<file path="src/rtl/shiftreg_pkg.sv">
// Shared types and defaults for the 74HC165-style chain reader.
package shiftreg_pkg;

    typedef enum logic [1:0] {
        IDLE  = 2'd0,
        LOAD  = 2'd1,
        SHIFT = 2'd2
    } sr_state_e;

    localparam int unsigned SR_NBITS    = 16;
    localparam int unsigned SR_CLOCKDIV = 32;

    // Counter width able to hold 0..n-1, never narrower than one bit.
    function automatic int unsigned sr_cnt_width(input int unsigned n);
        return (n > 1) ? $clog2(n) : 1;
    endfunction

endpackage

</file>
<file path="src/rtl/sync2.sv">
// Two-flop synchroniser for asynchronous header inputs, cleared by ereset.
module sync2 (
    input  logic eclk,
    input  logic ereset,
    input  logic d_i,
    output logic q_o
);

    logic meta_q, meta_d;
    logic sync_q, sync_d;

    always_comb begin
        meta_d = d_i;
        sync_d = meta_q;
    end

    always_ff @(posedge eclk or posedge ereset) begin
        if (ereset) begin
            meta_q <= 1'b0;
            sync_q <= 1'b0;
        end else begin
            meta_q <= meta_d;
            sync_q <= sync_d;
        end
    end

    assign q_o = sync_q;

endmodule

</file>
<file path="src/rtl/shiftreg_reader.sv">
// Serial scanner for a 74HC165 chain: load strobe, shift clock, NBITS-wide word plus valid pulse.
// Define SHIFTREG_READER_CHANGE_EN to build the per-bit change mask on 'changed'.
module shiftreg_reader
    import shiftreg_pkg::*;
#(
    parameter int unsigned NBITS    = SR_NBITS,
    parameter int unsigned CLOCKDIV = SR_CLOCKDIV
) (
    input  logic             eclk,
    input  logic             ereset,
    input  logic             scan_en,
    input  logic             ser_in,
    output logic             pl_n,
    output logic             sclk,
    output logic [NBITS-1:0] data,
    output logic             valid,
    output logic [NBITS-1:0] changed
);

    localparam int unsigned CW = sr_cnt_width(CLOCKDIV);
    localparam int unsigned BW = sr_cnt_width(NBITS);

    localparam logic [CW-1:0] CntLast = CW'(CLOCKDIV - 1);
    localparam logic [CW-1:0] CntHalf = CW'(CLOCKDIV / 2);
    localparam logic [CW-1:0] CntSamp = CW'(CLOCKDIV / 2 - 1);
    localparam logic [BW-1:0] BitLast = BW'(NBITS - 1);

    sr_state_e        state_q, state_d;
    logic [CW-1:0]    cnt_q, cnt_d;
    logic [BW-1:0]    bit_q, bit_d;
    logic [NBITS-1:0] shreg_q, shreg_d;
    logic [NBITS-1:0] data_q, data_d;
    logic             valid_q, valid_d;
    logic             pl_n_q, pl_n_d;
    logic             sclk_q, sclk_d;
    logic             frame_done;
    logic             ser_sync;

    sync2 u_sync2 (
        .eclk   (eclk),
        .ereset (ereset),
        .d_i    (ser_in),
        .q_o    (ser_sync)
    );

    always_comb begin
        state_d    = state_q;
        cnt_d      = cnt_q;
        bit_d      = bit_q;
        shreg_d    = shreg_q;
        data_d     = data_q;
        frame_done = 1'b0;

        unique case (state_q)
            IDLE: begin
                if (scan_en) begin
                    state_d = LOAD;
                    cnt_d   = '0;
                end
            end
            LOAD: begin
                if (cnt_q == CntLast) begin
                    state_d = SHIFT;
                    cnt_d   = '0;
                    bit_d   = '0;
                end else begin
                    cnt_d = cnt_q + CW'(1);
                end
            end
            SHIFT: begin
                // Sample just before sclk rises, while QH still shows the current bit.
                if (cnt_q == CntSamp) begin
                    shreg_d = NBITS'({shreg_q, ser_sync});
                end
                if (cnt_q == CntLast) begin
                    cnt_d = '0;
                    if (bit_q == BitLast) begin
                        frame_done = 1'b1;
                        data_d     = shreg_q;
                        bit_d      = '0;
                        state_d    = scan_en ? LOAD : IDLE;
                    end else begin
                        bit_d = bit_q + BW'(1);
                    end
                end else begin
                    cnt_d = cnt_q + CW'(1);
                end
            end
            default: begin
                state_d = IDLE;
                cnt_d   = '0;
                bit_d   = '0;
            end
        endcase

        // Strobes are registered from next state so the chain never sees decode glitches.
        valid_d = frame_done;
        pl_n_d  = (state_d != LOAD);
        sclk_d  = (state_d == SHIFT) && (cnt_d >= CntHalf);
    end

    always_ff @(posedge eclk or posedge ereset) begin
        if (ereset) begin
            state_q <= IDLE;
            cnt_q   <= '0;
            bit_q   <= '0;
            shreg_q <= '0;
            data_q  <= '0;
            valid_q <= 1'b0;
            pl_n_q  <= 1'b1;
            sclk_q  <= 1'b0;
        end else begin
            state_q <= state_d;
            cnt_q   <= cnt_d;
            bit_q   <= bit_d;
            shreg_q <= shreg_d;
            data_q  <= data_d;
            valid_q <= valid_d;
            pl_n_q  <= pl_n_d;
            sclk_q  <= sclk_d;
        end
    end

`ifdef SHIFTREG_READER_CHANGE_EN
    logic [NBITS-1:0] changed_q, changed_d;

    // data_q still holds the previous frame when the new one is committed.
    always_comb begin
        changed_d = changed_q;
        if (frame_done) begin
            changed_d = shreg_q ^ data_q;
        end
    end

    always_ff @(posedge eclk or posedge ereset) begin
        if (ereset) begin
            changed_q <= '0;
        end else begin
            changed_q <= changed_d;
        end
    end

    assign changed = changed_q;
`else
    assign changed = '0;
`endif

    assign pl_n  = pl_n_q;
    assign sclk  = sclk_q;
    assign data  = data_q;
    assign valid = valid_q;

endmodule
</file>
<file path="config.mk">
export PLATFORM = sky130hd
export DESIGN_NAME = shiftreg_reader
export DESIGN_NICKNAME = d
export VERILOG_FILES = /design/src/rtl/shiftreg_pkg.sv /design/src/rtl/sync2.sv /design/src/rtl/shiftreg_reader.sv
export SDC_FILE = /design/constraint.sdc
export NUM_CORES = 1
export LEC_CHECK = 0
export ABC_AREA = 1
export BUFFER_PORTS_ARGS = -buffer_cell sky130_fd_sc_hd__buf_2
export CAP_MARGIN = 30
export CORE_AREA = 2 2 89 91
export CTS_BUF_LIST = sky130_fd_sc_hd__clkbuf_16
export CTS_CLUSTER_DIAMETER = 50
export DETAILED_ROUTE_END_ITERATION = 10
export DIE_AREA = 0 0 91 93
export PLACE_DENSITY = 0.46
export SLEW_MARGIN = 5
export SYNTH_ARGS = -nofsm -noshare
export SYNTH_HDL_FRONTEND = slang
export SYNTH_SLANG_ARGS = --single-unit
</file>
<file path="constraint.sdc">
create_clock -name eclk -period 1.6 [get_ports eclk]
set_input_delay 0.08 -clock eclk [delete_from_list [all_inputs] [get_ports eclk]]
set_output_delay 0.08 -clock eclk [all_outputs]
set_load 0.02 [all_outputs]
</file>
-- After elaboration in Yosys (flattened, before gate mapping)
Cells that the tools add are included.
- mux-type cells: 16
- equal/unequal tests: 9
- $add $sub $neg: 2
- multiply operators: 0
- shift operators: 0
- bitwise logic cells: 1
- magnitude comparators: 1
- reduce and logical (&&, ||, !) cells: 6
- divide/modulo/power cells: 0
- operators by type and width (cell ; count):
    4-bit two-way mux ; 3
    4-bit one-hot mux with 3 select lines ; 1
    5-bit two-way mux ; 2
    5-bit one-hot mux with 2 select lines ; 1
    2-bit two-way mux ; 4
    2-bit one-hot mux with 3 select lines ; 1
    3-bit AND reduction ; 2
    5-bit by 1-bit adder with 5-bit output, second input constant ; 1
    5-bit by 4-bit equality test with 1-bit output, second input constant ; 1
    5-bit equality test, second input constant ; 1
    5-bit greater-or-equal comparator, second input constant ; 1
    4-bit by 1-bit adder with 4-bit output, second input constant ; 1
    2-bit equality test, second input constant ; 2
    4-bit equality test, second input constant ; 1
    1-bit two-way mux ; 4
    2-bit != test, second input constant ; 2
    2-bit by 1-bit equality test with 1-bit output, second input constant ; 1
    2-bit logical NOT ; 1
    2-bit by 1-bit != test with 1-bit output, second input constant ; 1
    2-bit AND reduction ; 1
    2-bit OR reduction ; 1
    1-bit logical AND ; 1
    1-bit NOT ; 1
- bits in latches: 0
- input bits: 4
- memories: 0
- register bits: 48
- output and inout port bits: 35
- bits in read-only memories: 0
- RAM bits: 0

-- Longest topological paths before layout
- depth in word-level cells: 6
- depth in mapped cells: 11
- depth with buffers taken out: 11

-- Hierarchy
Synthesis repeated with hierarchy kept, for this count alone.
- cells, all modules: 242
- area total of the unflattened synthesis: 2180.8 µm²
- modules (own cells, without submodules) (module ; cells each ; area an instance (µm²) ; seq. area each (µm²) ; times used):
    shiftreg_reader ; 239 ; 2127.0 ; 1152.4 ; 1
    sync2 ; 3 ; 53.8 ; 50.0 ; 1

-- Worst setup path after synthesis
Ideal clock, no wire load.
- path kind: flip-flop to flip-flop
- from: register cnt_q[0]
- to: register bit_q[0]
- arrival time: 1532 ps
- slack: 3 ps
- library setup time: 65 ps
- buffers on the path: 0
- data required time: 1535 ps
- stages on the path, launching flop included: 11
- path through: dfrtp_1 -> ha_1 -> inv_1 -> nor3_1 -> ha_1 -> nor2_1 -> nor2_1 -> o21ai_2 -> nor3_2 -> nand2_1 -> nand2_1
- longest elaborated chain between the ends: 3
- elaborated cells between the ends (all ways): 4
- those cells by class: eq/ne (3); reduce/logical (1)
- ends and longest elaborated chain (item ; line ; RTL):
    from (decl) ; shiftreg_reader.sv:29 ; logic [CW-1:0] cnt_q, cnt_d;
    from (signal assigned) ; shiftreg_reader.sv:114 ; cnt_q <= cnt_d;
    5-bit equality test (*) ; shiftreg_reader.sv:62, shiftreg_reader.sv:75 ;
    2-bit != test (no line) ; -- ;
    3-bit AND reduction (no line) (*) ; -- ;
    to (signal assigned) ; shiftreg_reader.sv:115 ; bit_q <= bit_d;
    to (decl) ; shiftreg_reader.sv:30 ; logic [BW-1:0] bit_q, bit_d;
Every way passes the cells marked *; elsewhere a longest branch is shown, timed or not.
A chain may end at the register's enable or synchronous reset.

-- Final worst setup path
- from: register cnt_q[0]
- to: register cnt_q[2]
- longest elaborated chain between the ends: 3
- elaborated cells between the ends (all ways): 4
- those cells by class: add/sub (1); eq/ne (1); mux (2)
- ends and longest elaborated chain (item ; line ; RTL):
    5-bit by 1-bit adder with 5-bit output / 5-bit equality test (equally long branches) ; -- ;
    5-bit two-way mux (*) ; shiftreg_reader.sv:62, shiftreg_reader.sv:75 ;
    5-bit one-hot mux with 2 select lines (*) ; shiftreg_reader.sv:54 ; unique case (state_q)
    named net cnt_d[2] ; shiftreg_reader.sv:29 ;
The timed path passes the listed nets; every way through them passes the cells marked *.

==> out/qor.csv <==
metric;value;unit
viasPerCell;4.03;
grt_pass1_vias;1458;
ant_nets;0;
post_drt_wl_per_cell;9.90;um
htree_levels;2;
synth_top_area_share;54.0;%
antenna_found_initial;0;
overflow;0;
die-width;91;um
first_pass_iters;4;
maxCapViolCount;0;
clockRootBuffer;clkbuf_16;
gp_congestion;0.818;
final_core_util;36.1;%
pwr-share-clk;33.1;%
grt_pass1_wl;6.52;mm
holdWs;93.5;ps
p_int;2.15;mW
finalCritPeriodShare;101;%
grtUsageTotal;9.48;%
clock_latency;280;ps
drive_gt1_share;23.0;%
power.switching;865;uW
crit_path_end_kind;flop;
synth_area_leaders;dfrtp_1, nand2_1, inv_1;
finalHoldViolCount;0;
io_buffers;22;
clkSinkCount;48;
sequentialPowerShare;44.1;%
drtIter0Drc;29;
synth_area;0.00218;sq mm
rsz0062_at_grt;true;
core;0.00753;sq mm
yosysWarnings;0;
finalPower;3.01;mW
worst_slack;-9.01;ps
status;complete, but fails checks;
grt_max_degree;33;
place_hpwl;2.68;mm
cts_tree;done;
min_path_type;primary input to flop;
synth_area_per_cell;9.03;sq um
cp_max_fo;4;
swShare;28.7;%
multi_input_area;822;sq um
worstSetupStartpointType;flop;
fmaxAchievable;0.621;GHz
clk_pin_slew;60;ps
postSynthCellCount;241;
antenna_cells;0;
n_fill_cell;788;
yosysTopAreaCell;dfrtp_1;
wl;3.80;mm
yosysUniqueCellTypes;24;
irDropWorstVdd;0.396;mV
fin_nets;295;
finalSetupViolations;1;
layout.area.seq;0.00120;sq mm
clockBufferDepth;2;
worstPathArrival;1780;ps
synth_seq_cells;48;
ios;39;
area_delta_synth_final;24.8;%
drv_slew;0;
ys_seq_area_share;55.2;%
worstSetupPathType;flop to flop;
die_h;93;um
rows;32;
required;1780;ps
fp.dieArea;0.00846;sq mm
violations;setup timing;
pwr_density_cell;1110;mW/mm^2
p_leak;1.33;nW
initial_core_util;28.9;%
drc;0;
numCtsBuffers;5;
vias;1548;
finClkSkew;3.90;ps
fin_crit;1610;ps
combPwrFrac;22.9;%
cells in the final DEF (no fill, tap or decap), types with 2 or more instances in the layout:
master,n
buf_12,3
o21ai_1,16
conb_1,16
xor2_1,2
nand3_1,4
buf_4,14
dlygate4sd3_1,2
nor2_1,10
nor2_4,3
ha_1,6
buf_2,22
inv_1,33
nand2_1,56
nand3_2,2
clkbuf_16,5
o21ai_0,17
nand2_2,2
a21oi_1,6
ha_2,2
inv_2,2
dfrtp_1,47
path summary, 6_finish.rpt:
| path | cells past startpoint | slack, ps | endpoint | startpoint |
|---|---|---|---|---|
| min in group asynchronous | 3 | 330 | data[1]$_DFFE_PP0P_ | ereset |
| max | 8 | -9 | cnt_q[2]$_DFF_PP0_ | cnt_q[0]$_DFF_PP0_ |
| max reg2reg | 8 | -9 | cnt_q[2]$_DFF_PP0_ | cnt_q[0]$_DFF_PP0_ |
| max in group asynchronous | 4 | 780 | shreg_q[9]$_DFFE_PP0P_ | ereset |
| min | 3 | 90 | state_q[0]$_DFF_PP0_ | scan_en |
| min reg2reg | 0 | 350 | u_sync2.q_o$_DFF_PP0_ | u_sync2.meta_q$_DFF_PP0_ |
per-stage QoR:
| stage | setup TNS, ps | area, sq um | cells | worst slack [ps] |
|---|---|---|---|---|
| floorplan | 0 | 2230 | 256 | 3.08 |
| global placement | -734 | 2470 | 373 | -85.5 |
| detailed placement | -1860 | 2470 | 373 | -146 |
| CTS | 0 | 2660 | 382 | 5.76 |
| global route | -896 | 2720 | 384 | -121 |
| finish | -9.01 | 2720 | 384 | -9.01 |
timing repair:
item	4_1_cts	5_1_grt
hold buffers	2	0
endpoints found under the hold margin	16	0
resized for setup	5	12
pin swaps	3	5
endpoints found under the setup margin	25	28
buffers inserted	0	2
Yosys cell counts:
cell / n
a21oi_1: 7
a221oi_1: 1
buf_2: 3
buf_4: 16
clkbuf_1: 3
conb_1: 1
dfrtp_1: 47
dfstp_2: 1
ha_1: 9
inv_1: 35
nand2_1: 56
nand2_2: 2
nand3_1: 5
nand3_2: 1
nand4_1: 1
nor2_1: 13
nor2_4: 1
nor3_1: 1
nor3_2: 1
o21ai_0: 18
o21ai_1: 15
o21ai_2: 1
o22ai_1: 1
xor2_1: 2
sequential cells by signal, indices dropped and copies added, names as in the netlist:
register	count
bit_q	4
cnt_q	5
data	16
pl_n	1
sclk	1
shreg_q	16
state_q	2
u_sync2.meta_q	1
u_sync2.q_o	1
valid	1
power by group through the flow:
| stage | clock (mW) | sequential [mW] | combinational, mW |
|---|---|---|---|
| final | 0.997 | 1.33 | 0.690 |
| after global routing | 1.08 | 1.34 | 0.771 |
| after global placement | 0 | 1.35 | 0.630 |
| after detailed placement | 0 | 1.35 | 0.624 |
| after floorplan | 0 | 1.38 | 0.381 |
| after CTS | 1.04 | 1.33 | 0.668 |
final cells by class:
| class | count | share of cell area [%] |
|---|---|---|
| timing repair buffer | 41 | 10.9 |
| clock buffer | 5 | 4.61 |
| multi-input combinational | 151 | 30.3 |
| clock inverter | 2 | 0.461 |
| tap | 102 | 4.70 |
| inverter | 35 | 4.84 |
| sequential | 48 | 44.3 |
routing by layer:
layer	vias to the layer above	GRT usage (%)	routed length [um]
met1	713	12.4	1810
met2	30	15.7	1800
li1	801	-	-
met5	-	0	0
met4	0	3.03	49
met3	4	2.10	145
worst max-delay path, stage by stage (launching register included):
cell,delay (ps)
dfrtp_1,380
ha_2,180
inv_2,70
nor3_4,40
buf_4,140
ha_4,170
nor2_1,160
o21ai_0,110
a221oi_1,250
kinds of logic after synthesis:
group,Yosys count,share of synthesized area [%]
fa+ha+maj,9,5.17
xor+xnor,2,0.805
other cells,1,0.172
buf+inv,57,12.8
compound gates,43,10.3
flops,48,55.2
simple gates,81,15.6
No activity file was read; power rests on OpenSTA's default activity.
